**config.mk**
```make
export PLATFORM = sky130hd
export DESIGN_NAME = muldiv_unit
export DESIGN_NICKNAME = d
export VERILOG_FILES = /design/src/rtl/muldiv_unit.sv
export SDC_FILE = /design/constraint.sdc
export NUM_CORES = 1
export LEC_CHECK = 0
export CAP_MARGIN = 20
export CELL_PAD_IN_SITES_DETAIL_PLACEMENT = 1
export CELL_PAD_IN_SITES_GLOBAL_PLACEMENT = 2
export CORE_UTILIZATION = 35
export CTS_CLUSTER_SIZE = 12
export DETAILED_ROUTE_END_ITERATION = 10
export PLACE_DENSITY_LB_ADDON = 0.1
export RECOVER_POWER = 100
export SYNTH_ARGS = -nofsm -noshare
export SYNTH_HDL_FRONTEND = slang
export SYNTH_SLANG_ARGS = --single-unit
export TNS_END_PERCENT = 100
```
**constraint.sdc**
```tcl
create_clock -name clk -period 4.2 [get_ports clk]
set_clock_uncertainty 0.1 [all_clocks]
set_input_delay 0.84 -clock clk [delete_from_list [all_inputs] [get_ports clk]]
set_output_delay 0.84 -clock clk [all_outputs]
set_load 0.01 [all_outputs]
```
**src/rtl/muldiv_unit.sv**
```systemverilog
// Iterative RV32M multiply/divide unit: radix-2 shift-add multiply, restoring divide,
// fixed DWIDTH+3 cycle occupancy with a start/busy/done handshake.
module muldiv_unit #(
    parameter int DWIDTH = 32
) (
    input  logic              clk,
    input  logic              rst_n,
    input  logic              start,
    input  logic [2:0]        sel,
    input  logic [DWIDTH-1:0] src1,
    input  logic [DWIDTH-1:0] src2,
    input  logic              flush,
    output logic              busy,
    output logic              done,
    output logic [DWIDTH-1:0] res,
    output logic              res_is_0
);

    localparam int CW = $clog2(DWIDTH);
    localparam logic [DWIDTH-1:0] ALL_ONES = {DWIDTH{1'b1}};
    localparam logic [DWIDTH-1:0] MOST_NEG = {1'b1, {(DWIDTH-1){1'b0}}};
    localparam logic [CW-1:0]     LAST_STEP = CW'(DWIDTH - 1);

    typedef enum logic [1:0] {
        IDLE = 2'd0,
        CALC = 2'd1,
        FIX  = 2'd2,
        DONE = 2'd3
    } state_t;

    state_t                state_r, state_nxt_s;
    logic [2:0]            op_r;
    logic [DWIDTH-1:0]     src1_r, src2_r, mag_r, res_r;
    logic [2*DWIDTH-1:0]   acc_r;
    logic [CW-1:0]         cnt_r;
    logic                  neg_a_r, neg_b_r;

    logic                  signed_a_s, signed_b_s;
    logic [DWIDTH-1:0]     a_mag_s, b_mag_s;
    logic [DWIDTH:0]       sum_s, shifted_s, diff_s;
    logic [2*DWIDTH-1:0]   prod_s;
    logic [DWIDTH-1:0]     quo_s, rem_s, fix_res_s;
    logic                  div_zero_s, ovf_s;

    // Operand signedness and magnitudes at the accepting edge
    always_comb begin
        signed_a_s = (sel != 3'b011) && (sel != 3'b101) && (sel != 3'b111);
        signed_b_s = (sel == 3'b000) || (sel == 3'b001) || (sel == 3'b100) || (sel == 3'b110);
        a_mag_s    = (signed_a_s && src1[DWIDTH-1]) ? (~src1 + 1'b1) : src1;
        b_mag_s    = (signed_b_s && src2[DWIDTH-1]) ? (~src2 + 1'b1) : src2;
    end

    // One iteration: multiply adds into the high half and shifts right;
    // divide shifts the dividend into the partial remainder and trial-subtracts
    always_comb begin
        sum_s     = {1'b0, acc_r[2*DWIDTH-1:DWIDTH]} + {1'b0, (acc_r[0] ? mag_r : {DWIDTH{1'b0}})};
        shifted_s = acc_r[2*DWIDTH-1:DWIDTH-1];
        diff_s    = shifted_s - {1'b0, mag_r};
    end

    // Sign correction, special cases and result select
    always_comb begin
        prod_s     = (neg_a_r ^ neg_b_r) ? (~acc_r + 1'b1) : acc_r;
        quo_s      = (neg_a_r ^ neg_b_r) ? (~acc_r[DWIDTH-1:0] + 1'b1) : acc_r[DWIDTH-1:0];
        rem_s      = neg_a_r ? (~acc_r[2*DWIDTH-1:DWIDTH] + 1'b1) : acc_r[2*DWIDTH-1:DWIDTH];
        div_zero_s = (src2_r == {DWIDTH{1'b0}});
        ovf_s      = (src1_r == MOST_NEG) && (src2_r == ALL_ONES);
        fix_res_s  = {DWIDTH{1'b0}};
        case (op_r)
            3'b000:                 fix_res_s = prod_s[DWIDTH-1:0];
            3'b001, 3'b010, 3'b011: fix_res_s = prod_s[2*DWIDTH-1:DWIDTH];
            3'b100:  fix_res_s = div_zero_s ? ALL_ONES : (ovf_s ? MOST_NEG : quo_s);
            3'b101:  fix_res_s = div_zero_s ? ALL_ONES : acc_r[DWIDTH-1:0];
            3'b110:  fix_res_s = div_zero_s ? src1_r : (ovf_s ? {DWIDTH{1'b0}} : rem_s);
            3'b111:  fix_res_s = div_zero_s ? src1_r : acc_r[2*DWIDTH-1:DWIDTH];
            default: fix_res_s = {DWIDTH{1'b0}};
        endcase
    end

    // Next-state logic; flush returns any in-flight op to IDLE
    always_comb begin
        state_nxt_s = state_r;
        case (state_r)
            IDLE: begin
                if (start && !flush) state_nxt_s = CALC;
                else                 state_nxt_s = IDLE;
            end
            CALC: begin
                if (flush)                   state_nxt_s = IDLE;
                else if (cnt_r == LAST_STEP) state_nxt_s = FIX;
                else                         state_nxt_s = CALC;
            end
            FIX:     state_nxt_s = flush ? IDLE : DONE;
            DONE:    state_nxt_s = IDLE;
            default: state_nxt_s = IDLE;
        endcase
    end

    // State register and datapath
    always_ff @(posedge clk) begin
        if (!rst_n) begin
            state_r <= IDLE;
            op_r    <= 3'b000;
            src1_r  <= {DWIDTH{1'b0}};
            src2_r  <= {DWIDTH{1'b0}};
            mag_r   <= {DWIDTH{1'b0}};
            acc_r   <= {(2*DWIDTH){1'b0}};
            cnt_r   <= {CW{1'b0}};
            neg_a_r <= 1'b0;
            neg_b_r <= 1'b0;
            res_r   <= {DWIDTH{1'b0}};
        end else begin
            state_r <= state_nxt_s;
            if (state_r == IDLE && start && !flush) begin
                op_r    <= sel;
                src1_r  <= src1;
                src2_r  <= src2;
                neg_a_r <= signed_a_s & src1[DWIDTH-1];
                neg_b_r <= signed_b_s & src2[DWIDTH-1];
                mag_r   <= sel[2] ? b_mag_s : a_mag_s;
                acc_r   <= {{DWIDTH{1'b0}}, (sel[2] ? a_mag_s : b_mag_s)};
                cnt_r   <= {CW{1'b0}};
            end else if (state_r == CALC) begin
                cnt_r <= cnt_r + 1'b1;
                if (!op_r[2])       acc_r <= {sum_s, acc_r[DWIDTH-1:1]};
                else if (!diff_s[DWIDTH]) acc_r <= {diff_s[DWIDTH-1:0], acc_r[DWIDTH-2:0], 1'b1};
                else                acc_r <= {shifted_s[DWIDTH-1:0], acc_r[DWIDTH-2:0], 1'b0};
            end else if (state_r == FIX && !flush) begin
                res_r <= fix_res_s;
            end else begin
                cnt_r <= cnt_r;
            end
        end
    end

    assign busy     = (state_r != IDLE);
    assign done     = (state_r == DONE);
    assign res      = res_r;
    assign res_is_0 = (res_r == {DWIDTH{1'b0}});

endmodule

```
Word level (Yosys, flattened, before mapping)

Index checks and enable logic that the tools add are counted.

Output and inout port bits: 35
Register bits after elaboration: 204

Add/subtract/negate cells: 8
Mux-type cells: 24
Bitwise logic cells: 11
Equal/unequal tests: 19
Reductions and logical operators: 23

Operators by type and width:

| cell                                                             | count |
|---|---|
| 32-bit 2-to-1 mux                                                | 15 |
| 64-bit 2-to-1 mux                                                | 3 |
| 32-bit case mux with 6 select lines                              | 1 |
| 32-bit by 1-bit adder with 32-bit output (second input constant) | 4 |
| 32-bit inverter                                                  | 4 |
| 64-bit by 1-bit adder with 64-bit output (second input constant) | 1 |
| 32-bit == test (second input constant)                           | 2 |
| 32-bit logical NOT                                               | 2 |
| 64-bit inverter                                                  | 1 |
| 32-bit by 32-bit adder with 33-bit output                        | 1 |
| 33-bit by 32-bit subtractor with 33-bit output                   | 1 |
| 3-bit == test (second input constant)                            | 6 |
| 1-bit logical AND                                                | 9 |
| 2-bit case mux with 4 select lines                               | 1 |
| 3-bit by 1-bit == test with 1-bit output (second input constant) | 2 |
| 3-bit by 2-bit == test with 1-bit output (second input constant) | 2 |
| 3-bit logical NOT                                                | 2 |
| 2-bit 2-to-1 mux                                                 | 3 |
| 3-bit != test (second input constant)                            | 2 |
| 5-bit by 1-bit adder with 5-bit output (second input constant)   | 1 |
| 5-bit == test (second input constant)                            | 1 |
| 2-bit == test (second input constant)                            | 2 |
| 2-bit nonzero test                                               | 2 |
| 1-bit logical OR                                                 | 3 |
| other kinds (11)                                                 | 14 |

Logic depth before layout (Yosys ltp)

Gate-level depths: netlist (run 1).

Word-level depth: 8
Depth in mapped cells: 15
Gate-level depth less buffers: 13

Worst setup path before layout (run 1)

Ideal clock, no wire load.

Path type: reg2reg
From: register acc_r[31]
To: register acc_r[56]
Data required time: 3976 ps
Period minus slack after synthesis: 3730 ps
Arrival: 3507 ps
Slack: 470 ps
Path buffers: 1
Library setup time: 124 ps
Cell stages (with the launch flop): 15
Cells stage by stage: dfxtp_1 > inv_1 > ha_1 > fa_1 > nand2b_1 > a21oi_1 > o211ai_1 > a21oi_1 > o2111a_1 > o21ai_0 > a21oi_1 > buf_2 > mux2_2 > a31oi_1 > o31ai_1

Cells in the longest elaborated chain, start to end: 3

Ends and longest elaborated chain:

| what                                           | line | RTL |
|---|---|---|
| from (decl)                                    | 34   | `logic [2*DWIDTH-1:0] acc_r;` |
| from (signal assigned)                         | 107  | `acc_r <= {(2*DWIDTH){1'b0}};` |
| from (signal assigned)                         | 121  | `acc_r <= {{DWIDTH{1'b0}}, (sel[2] ? a_mag_s : b_mag_s)};` |
| from (signal assigned)                         | 125  | `if (!op_r[2]) acc_r <= {sum_s, acc_r[DWIDTH-1:1]};` |
| 33-bit by 32-bit subtractor with 33-bit output | 58   | `diff_s = shifted_s - {1'b0, mag_r};` |
| 64-bit 2-to-1 mux                              | 126  | `else if (!diff_s[DWIDTH]) acc_r <= {diff_s[DWIDTH-1:0], acc_r[DWIDTH-2:0], 1'b1};` |
| 64-bit 2-to-1 mux                              | 125  |  |

Every way passes these cells.
A chain may end at the register's enable or synchronous reset.

Worst setup path after layout (run 1)

From: register src2_r[29]
To: register res_r[20], in the netlist res[20]

Cells in the longest elaborated chain, start to end: 5
Elaborated cells on any way between the ends: 10

Ends and longest elaborated chain:

| what                                               | line   | RTL |
|---|---|---|
| from (decl)                                        | 33     | `logic [DWIDTH-1:0] src1_r, src2_r, mag_r, res_r;` |
| from (signal assigned)                             | 105    | `src2_r <= {DWIDTH{1'b0}};` |
| from (signal assigned)                             | 117    | `src2_r <= src2;` |
| 32-bit == test                                     | 67     | `ovf_s = (src1_r == MOST_NEG) && (src2_r == ALL_ONES);` |
| 1-bit logical AND                                  | 67     |  |
| 32-bit 2-to-1 mux (on tied branches) (2 in series) | 74, 72 |  |
| 32-bit case mux with 6 select lines *              | 69     | `case (op_r)` |
| to (signal assigned)                               | 111    | `res_r <= {DWIDTH{1'b0}};` |
| to (signal assigned)                               | 129    | `res_r <= fix_res_s;` |
| to (decl)                                          | 33     |  |

Every way passes the cells marked *; elsewhere a longest branch is shown, timed or not.

==> results of run 1 <==
[cell usage after synthesis, drive strengths merged, types with 8 or more instances]
cell type,number,share of area
and3,15,0.0052
a21boi,94,0.039
and2,29,0.010
buf,36,0.0095
a311oi,8,0.0039
o211ai,65,0.027
nand3,36,0.0099
nor3,43,0.012
a21o,17,0.0070
a21oi,220,0.061
nor4,38,0.014
mux2i,49,0.027
mux2,18,0.011
nand4,20,0.0072
a221oi,15,0.0076
nand3b,8,0.0033
or2,10,0.0035
nor3b,13,0.0054
a211oi,50,0.021
nand2,368,0.076
dfxtp,204,0.23
o31ai,19,0.0079
or3,16,0.0061
o21a,33,0.014
inv,61,0.013
o41ai,10,0.0052
clkbuf,166,0.034
o221ai,30,0.014
o21bai,8,0.0033
xor2,82,0.040
ha,71,0.049
a31oi,14,0.0048
nand2b,17,0.0059
o22ai,11,0.0038
xnor2,104,0.050
nor2b,19,0.0066
o21ai,195,0.054
nor2,248,0.051
or4,19,0.0085
[stage by stage]
stage               setup slack (ns)  utilization
floorplan                      0.470            -
CTS                            0.154        0.421
detailed placement             0.177        0.402
finish                         0.110        0.420
global route                  0.0188        0.420
global placement               0.169        0.402
[worst max-delay path, cell delays in order (launching register included)]
cell and delay, ns:
dfxtp_1 0.40, nor4bb_1 0.60, nand4_1 0.24, or4_1 0.63, clkbuf_1 0.41, and2_1 0.32
nand2_1 0.31, nor2_1 0.10, a2111oi_1 0.35, buf_4 0.20, a21oi_1 0.06, o221a_1 0.23
[area by class of cell]
cell class                      instances  area (sq um)
Clock buffer                           38           798
Clock inverter                         11           191
Fill cell                            6457         29700
Inverter                               62           233
Multi-Input combinational cell       2093         13000
Sequential cell                       204          4090
Tap cell                              680           851
Timing Repair Buffer                  275          2280
[worst min-delay path by stage]
| stage | depth (start not counted) | to | from |
|---|---|---|---|
| detailed placement | 2 | res[13] | res[13] |
| floorplan | 2 | cnt_r[4] | cnt_r[4] |
| finish | 2 | res[13] | res[13] |
| global placement | 2 | cnt_r[4] | cnt_r[4] |
| global route | 2 | res[13] | res[13] |
| CTS | 2 | res[13] | res[13] |
[sequential cells by signal (all words and copies together), names as in the netlist]
signal   count
src2_r      32
src1_r      32
state_r      2
cnt_r        5
res         32
mag_r       32
acc_r       64
op_r         3
neg_a_r      1
neg_b_r      1
[what timing repair did]
| item | 4_1_cts | 5_1_grt |
|---|---|---|
| resized for setup | 0 | 4 |
| setup endpoints to repair | 0 | 5 |
| buffers inserted | 0 | 2 |
[kinds of logic after synthesis]
group                      synth area share
buffers and inverters                0.0567
DFF                                   0.225
muxes                                0.0382
AOI/OAI and AO/OA                     0.305
and+or+nand+nor                       0.234
adders and majority gates            0.0512
xor gates and xnor gates             0.0899
[power groups by stage]
stage               registers [mW]  clock network (mW)  logic, mW
floorplan                     2.11                   0       1.40
global placement              2.17                   0       2.27
detailed placement            2.17                   0       2.29
CTS                           2.13                2.66       2.30
global route                  2.14                2.74       2.48
finish                        2.13                2.62       2.33
[layer usage]
layer / vias to the layer above / wire length [microns] / GRT usage
met5: - / 21 / 0
met4: 4 / 3970 / 0.128
met3: 162 / 6220 / 0.0584
met2: 709 / 41900 / 0.554
met1: 10300 / 42300 / 0.473
li1: 9425 / - / -
[cells in the final DEF, fill, tap and decap left out, drive strengths merged, types with 19 or more instances in the layout]
master / instances
buf: 156
o211ai: 65
dfxtp: 204
o21a: 33
xor2: 82
nor4: 38
a21boi: 94
dlygate4sd3: 40
xnor2: 104
nor2: 248
inv: 62
nor2b: 19
clkdlybuf4s50: 63
nand3: 36
mux2i: 49
a21oi: 220
o31ai: 19
nand2: 368
and2: 29
nor3: 43
nand4: 20
or4: 19
o21ai: 195
a211oi: 50
ha: 71
o221ai: 30
clkbuf: 54
==> results.cfg, run 1 <==
[critical_path]
arrival_ns = 4.47
cp-endpoint = res[20]
r2r-end = res[20]
r2r_slack_ns = 0.11
rr_worst_depth = 11
critPathCaptureType = register
crit_type = reg -> reg
worstPathMaxFanout = 12
reg2reg_from = src2_r[29]
worstPathRequired_ns = 4.58
cp-start-kind = register
setup.worst_path.start = src2_r[29]

[global_routing]
grt_max_degree = 82
grt_pass1_vias = 20100
grt_pass1_wl_mm = 138
antenna_found_initial = 3
grt_overflow = 0
track_usage = 0.350

[power_and_ir_drop]
switching_power_mw = 2.66
switching_share = 0.375
powerDensity_nw_per_um2 = 330
power_leakage_nw = 8.27
p_int_mw = 4.43
p_seq_frac = 0.301
ir_worst_vdd_mv = 0.339
combPwrFrac = 0.329
fin_total_pwr_mw = 7.09
power_frac_clock = 0.370

[sta]
rsz0062_at_grt = false
setup_tns_ns = 0
period_minus_slack_ns = 4.09
slew_viol_final = 0
slew_headroom = 0.0435
timing.final.crit_share = 0.974
setup_viol = 0
hold_viol_final = 0
max_freq_mhz = 245
fin_hold_ws_ns = 0.361
tightestPinTransition_ns = 1.43

[clocking]
postCtsHoldBufs = 0
cts_tree = done
root_buffer = clkbuf_16
htree_num_levels = 1
cts_sinks = 204
clk_pin_slew_ns = 0.06
clock_latency_ns = 0.61
cts_buffer_depth = 3
cts_buffers = 28

[yosys]
syn_avg_cell_area_sq_um = 7.08
syn_area_sq_um = 18100
seq_area_frac_synth = 0.225
async_flop_share = 0
ys_ff_latch = 204
syn_inst = 2561
yosys_warnings = 0
synth_fp_nets = 2705
ys_types = 87
synth_edf_count = 0
ys.flop_type = dfxtp_1

[layout]
layout.cells.non_filler = 3363
drive_gt1_frac = 0.0965
syn_to_final_growth_pct = 18.6
n_antenna_cell = 0
num-nets-final = 2808
post-route-cell-area_sq_um = 21500

[routing]
first_pass_iters = 5
finalWirelength_mm = 94.4
vias_per_cell = 6.11
drtIter0Drc = 1741
ant_nets = 0
drc = 0
wl_per_cell_microns = 28.1
num_vias = 20600

[die]
die_w_microns = 230
core_area_sq_um = 51200
dieArea_sq_um = 52700
die_h_microns = 230
initial_core_util = 0.354
num_rows = 83
ioPinCount = 106

[hold_path]
hold_path_class = reg -> reg

[placement]
finalWeightedCongestion = 0.988
io_buffer_count = 105
place_area_sq_um = 20600
dp_hpwl_mm = 74.6
dp_cells = 3312

[status]
status = complete, no violations

[run]
drv_cap = 0
No activity file was read; power rests on OpenSTA's default activity.
==> run 2: changes to the inputs <==
CORE_UTILIZATION = 38   (was 35)
CTS_CLUSTER_SIZE = 10   (was 12)
DONT_BUFFER_PORTS = 1   (was default)
==> results.cfg, run 2 (synthesized netlist as in run 1, its figures left out) <==
[status]
status = finished with violations
failed_checks = design-rule violations, max-capacitance violations, max-slew violations

[placement]
finalWeightedCongestion = 1.02
dp_hpwl_mm = 69.2
io_buffer_count = 0

[clocking]
clock_latency_ns = 0.61
cts_tree = done
cts_buffers = 28
cts_sinks = 204
root_buffer = clkbuf_16
htree_num_levels = 1
clk_pin_slew_ns = 0.06
cts_buffer_depth = 3

[hold_path]
hold_path_class = in -> reg
min_from = src1[30]

[critical_path]
setup.worst_path.start = src1_r[6]
crit_type = reg -> reg
r2r-end = res[6]
arrival_ns = 4.52
worstPathRequired_ns = 4.56
critPathCaptureType = register
r2r_slack_ns = 0.04
rr_worst_depth = 9
cp-start-kind = register
reg2reg_from = src1_r[6]
cp-endpoint = res[6]
worstPathMaxFanout = 8

[power_and_ir_drop]
powerDensity_nw_per_um2 = 343
power_frac_clock = 0.376
switching_share = 0.364
combPwrFrac = 0.312
fin_total_pwr_mw = 6.84
p_seq_frac = 0.313
switching_power_mw = 2.49
power_leakage_nw = 7.48
ir_worst_vdd_mv = 0.325
p_int_mw = 4.35

[die]
die_w_microns = 220
initial_core_util = 0.388
num_rows = 79
ioPinCount = 106
dieArea_sq_um = 48600
die_h_microns = 220
core_area_sq_um = 46800

[sta]
setup_tns_ns = 0
max_freq_mhz = 240
period_minus_slack_ns = 4.16
timing.final.crit_share = 0.991
tightestPinTransition_ns = 2.32
slew_headroom = -0.547
slew_viol_final = 61
hold_viol_final = 0
setup_viol = 0

[layout]
final_core_util = 0.426
regMostFlops = acc_r
final_cell_mix = 368 x nand2_1, 246 x nor2_1, 219 x a21oi_1
largest_register_ffs = 64
syn_to_final_growth_pct = 9.96
n_fill_cell = 5906
drive_gt1_frac = 0.0807
num-nets-final = 2644
final_common_cell = nand2_1
ff_latch_area_sq_um = 4090
multiInputGateArea_sq_um = 13100

[routing]
first_pass_iters = 8
finalWirelength_mm = 88.7
num_vias = 19700
wl_per_cell_microns = 28.4
drc = 2
vias_per_cell = 6.30
drtIter0Drc = 1705
ant_nets = 0

[global_routing]
grt_pass1_vias = 19300
grt_pass1_wl_mm = 129
track_usage = 0.360
antenna_found_initial = 3
grt_overflow = 0
grt_max_degree = 159

[run]
drv_cap = 1
==> run 2: cell types whose count changed in the layout (fill, tap and decap cells not counted), sizes merged <==
cell	previous run	this run
clkbuf	54	44
buf	156	101
clkdlybuf4s50	63	0
diode	0	1
clkinvlp	3	1
dlygate4sd3	40	0
inv	62	61
clkinv	4	6
bufinv	4	5
==> run 2: final cells by class <==
| cell class | count | share of cell area |
|---|---|---|
| Tap cell | 607 | 0.0381 |
| Inverter | 62 | 0.0117 |
| Timing Repair Buffer | 111 | 0.0416 |
| Clock buffer | 34 | 0.0378 |
| Sequential cell | 204 | 0.205 |
| Multi-Input combinational cell | 2093 | 0.655 |
| Clock inverter | 11 | 0.0104 |
| Antenna cell | 1 | 0.000126 |
==> run 2: worst min-delay path by stage <==
stage                  to  slack (ns)  depth (start not counted)
2_1_floorplan    cnt_r[4]        0.34                          2
3_3_place_gp     cnt_r[4]        0.35                          2
3_5_place_dp     cnt_r[4]        0.36                          2
4_1_cts        src1_r[30]        0.25                          2
5_1_grt        src1_r[25]        0.27                          2
6_report       src1_r[30]        0.28                          2
==> run 2: timing repair <==
| item | 4_1_cts | 5_1_grt |
|---|---|---|
| endpoints found under the setup margin | 0 | 10 |
| gates resized for setup | 0 | 3 |
| hold buffers | 0 | 0 |
| buffers inserted | 0 | 4 |
==> run 2: critical path, cell delays in order (launching register included) <==
cell and delay (ns):
dfxtp_1 0.39, or4_1 0.69, or4_1 0.58, or4_4 0.58, and2_0 0.47, a221o_1 0.47, o32ai_1 0.26, o21ai_0 0.15
o221ai_1 0.20, a21boi_0 0.13
==> run 2: metrics by stage <==
stage / setup slack, ns / hold slack (ns) / instance area, sq um / cells
after CTS: 0.104 / 0.254 / 19900 / 3118
final: 0.0369 / 0.277 / 19900 / 3123
after detailed placement: 0.126 / 0.356 / 19000 / 3073
after global placement: 0.0581 / 0.348 / 19000 / 3073
after floorplan: 0.470 / 0.341 / 18100 / 2561
after global routing: -0.0221 / 0.272 / 19900 / 3122
==> run 2: power by group through the flow <==
stage	sequential (mW)	combinational (mW)	clock [mW]
after global routing	2.15	2.27	2.68
final	2.14	2.13	2.57
after detailed placement	2.18	2.06	0
after floorplan	2.11	1.40	0
after CTS	2.14	2.07	2.61
after global placement	2.17	2.04	0
==> run 2: layer usage <==
layer | vias up | global-route usage | share of wire
met2 | 682 | 0.561 | 0.44
met4 | 4 | 0.151 | 0.046
met5 | - | 0 | 0.00021
li1 | 9094 | - | -
met3 | 184 | 0.0909 | 0.077
met1 | 9715 | 0.470 | 0.44
==> run 3: changes to the inputs <==
HOLD_SLACK_MARGIN = 0.06   (was default)
==> results of run 3 <==
Same layout as run 2: the final DEF is identical, and so are final timing and power.
==> edit (config.mk and constraints of run 1) <==
Register the outputs `busy`, `done` and `res_is_0`, cleared by the reset; this adds one clock of latency there. The other outputs are not delayed to match. Comments in the files are not updated.
--- a/src/rtl/muldiv_unit.sv
+++ b/src/rtl/muldiv_unit.sv
@@ -133,10 +133,18 @@
         end
     end
 
-    assign busy     = (state_r != IDLE);
-    assign done     = (state_r == DONE);
     assign res      = res_r;
-    assign res_is_0 = (res_r == {DWIDTH{1'b0}});
+    always_ff @(posedge clk) begin
+        if (!rst_n) begin
+            busy     <= '0;
+            done     <= '0;
+            res_is_0 <= '0;
+        end else begin
+            busy     <= (state_r != IDLE);
+            done     <= (state_r == DONE);
+            res_is_0 <= (res_r == {DWIDTH{1'b0}});
+        end
+    end
 
 endmodule
 
Function: changed (Yosys sat finds a counterexample within 4 cycles, from zero or initial values and one cycle with rst_n low).
==> edit against run 1 <==
  * The run now ends with max-capacitance violations, max-slew violations left
  * Global-route usage about the same
  * Via count decreased by 0.65%
  * First-iteration DRC count increased by 6.1%
  * Largest cell class unchanged
  * Wire length decreased by 0.57%
  * Synthesized cell count about the same
  * Area after synthesis about the same
  * Total power decreased by 1.7%
  * Sequential cell count increased by 3
  * Final area decreased by 0.26%
  * Setup slack improved by 58 ps
  * Critical path type unchanged
==> edit: results <==
<?xml version="1.0" encoding="UTF-8"?>
<metrics>
  <group name="critical_path">
    <metric name="r2r_slack" unit="ps">170</metric>
    <metric name="crit-reg2reg-launch" unit="">acc_r[12]</metric>
    <metric name="crit_path_max_fanout" unit="">9</metric>
    <metric name="cp.arrival" unit="ps">4410</metric>
    <metric name="timing.critical_path.slowest_cell_delay" unit="ps">660</metric>
    <metric name="reg2regPathDepth" unit="">10</metric>
  </group>
  <group name="drt">
    <metric name="vias" unit="">20400</metric>
    <metric name="drt_first_iter_violations" unit="">1848</metric>
    <metric name="wl_per_cell" unit="µm">28.0</metric>
  </group>
  <group name="hold_path">
    <metric name="hold_depth" unit="">2</metric>
    <metric name="hp-start" unit="">res[19]</metric>
  </group>
  <group name="placed_design">
    <metric name="port_buffers" unit="">105</metric>
    <metric name="detailedPlacementHpwl" unit="µm">73500</metric>
    <metric name="globalplace.congestion" unit="">1.02</metric>
    <metric name="pre_cts_ws" unit="ps">178</metric>
  </group>
  <group name="final_layout">
    <metric name="finalNetCount" unit="">2800</metric>
    <metric name="layout.filler_cells" unit="">6393</metric>
    <metric name="proportion_of_layout_cells_with_a_drive_suffix_above_1" unit="%">8.29</metric>
  </group>
  <group name="clock_network">
    <metric name="clk-insertion-delay-late" unit="ps">590</metric>
    <metric name="number_of_cts_inserted_buffers" unit="">27</metric>
    <metric name="post_cts_buffers" unit="">0</metric>
    <metric name="cts-htree-levels" unit="">1</metric>
  </group>
  <group name="outcome">
    <metric name="violations" unit="">max-capacitance violations, max-slew violations</metric>
    <metric name="outcome" unit="">finished with violations</metric>
  </group>
  <group name="global_route">
    <metric name="grt_start_max_net_pins" unit="">94</metric>
    <metric name="antenna_violations_before_repair" unit="">2</metric>
    <metric name="track_usage" unit="%">35.0</metric>
  </group>
  <group name="power_and_ir_drop">
    <metric name="leakage" unit="nW">8.32</metric>
    <metric name="ir_drop" unit="mV">0.308</metric>
  </group>
  <group name="run">
    <metric name="drv.max_cap_violation_count" unit="">3</metric>
  </group>
  <group name="timing">
    <metric name="period_needed" unit="ps">4030</metric>
    <metric name="tightestPinTransition" unit="ps">1980</metric>
    <metric name="report.final.slew_viol_count" unit="">140</metric>
  </group>
  <group name="synth">
    <metric name="synth.net_count" unit="">2706</metric>
    <metric name="most_instantiated_cells_after_synthesis" unit="">sky130_fd_sc_hd__nand2_1, sky130_fd_sc_hd__nor2_1, sky130_fd_sc_hd__a21oi_1, sky130_fd_sc_hd__dfxtp_1, sky130_fd_sc_hd__o21ai_0</metric>
    <metric name="yosysSeqAreaShare" unit="%">22.9</metric>
  </group>
</metrics>
edit: logic make-up (layout without fill, tap and decap cells):
logic type	count (synthesis)	after routing	synth area share, %
mux	66	66	3.70
flops	207	207	22.9
xor+xnor	190	190	9.19
simple gates	893	893	23.0
compound gates	875	875	30.7
fa+ha+maj	72	72	5.06
buf+inv	260	375	5.49
edit: path summary, 6_finish.rpt:
check,endpoint
hold reg to reg,res[19]
hold / removal,res[19]
setup / recovery,res[13]
setup reg to reg,res[13]
edit: final cells by class:
class                      count  area, µm²  share of cell area, %
clock buffer                  39        791                   3.69
tap                          680        851                   3.97
sequential                   207       4150                   19.4
multi-input combinational   2096      13000                   60.6
clock inverter                11        175                  0.817
inverter                      66        248                   1.16
timing repair buffer         259       2220                   10.4
edit: worst max-delay path: cells and delay by family, from the launching register on:
family           cells  cell delay, ps
XOR/XNOR             1             160
AND/OR/NAND/NOR      6            2640
AO/OA/AOI/OAI        3             600
flip-flops           1             430
edit: stage by stage:
step | std cells | instance area [µm²] | hold WS, ps | power (mW) | util [%]
floorplan | 2563 | 18100 | 339 | 3.51 | -
global placement | 3308 | 20500 | 350 | 4.38 | 40.1
detailed placement | 3308 | 20500 | 348 | 4.41 | 40.1
CTS | 3358 | 21500 | 359 | 6.98 | 42.0
global route | 3358 | 21400 | 376 | 7.24 | 41.9
finish | 3358 | 21400 | 356 | 6.97 | 41.9
edit: layer usage:
layer | vias up | global-route usage [%] | share of wire [%]
met2 | 719 | 55.3 | 45
li1 | 9410 | - | -
met4 | 2 | 10.1 | 3.1
met3 | 135 | 5.30 | 6.5
met5 | - | 0 | 0.012
met1 | 10200 | 48.7 | 46
edit: where the power goes:
group | leakage [nW] | switching [mW] | internal, mW
combinational | 6.16 | 1.44 | 0.792
clock | 0.471 | 1.01 | 1.55
sequential | 1.69 | 0.128 | 2.05
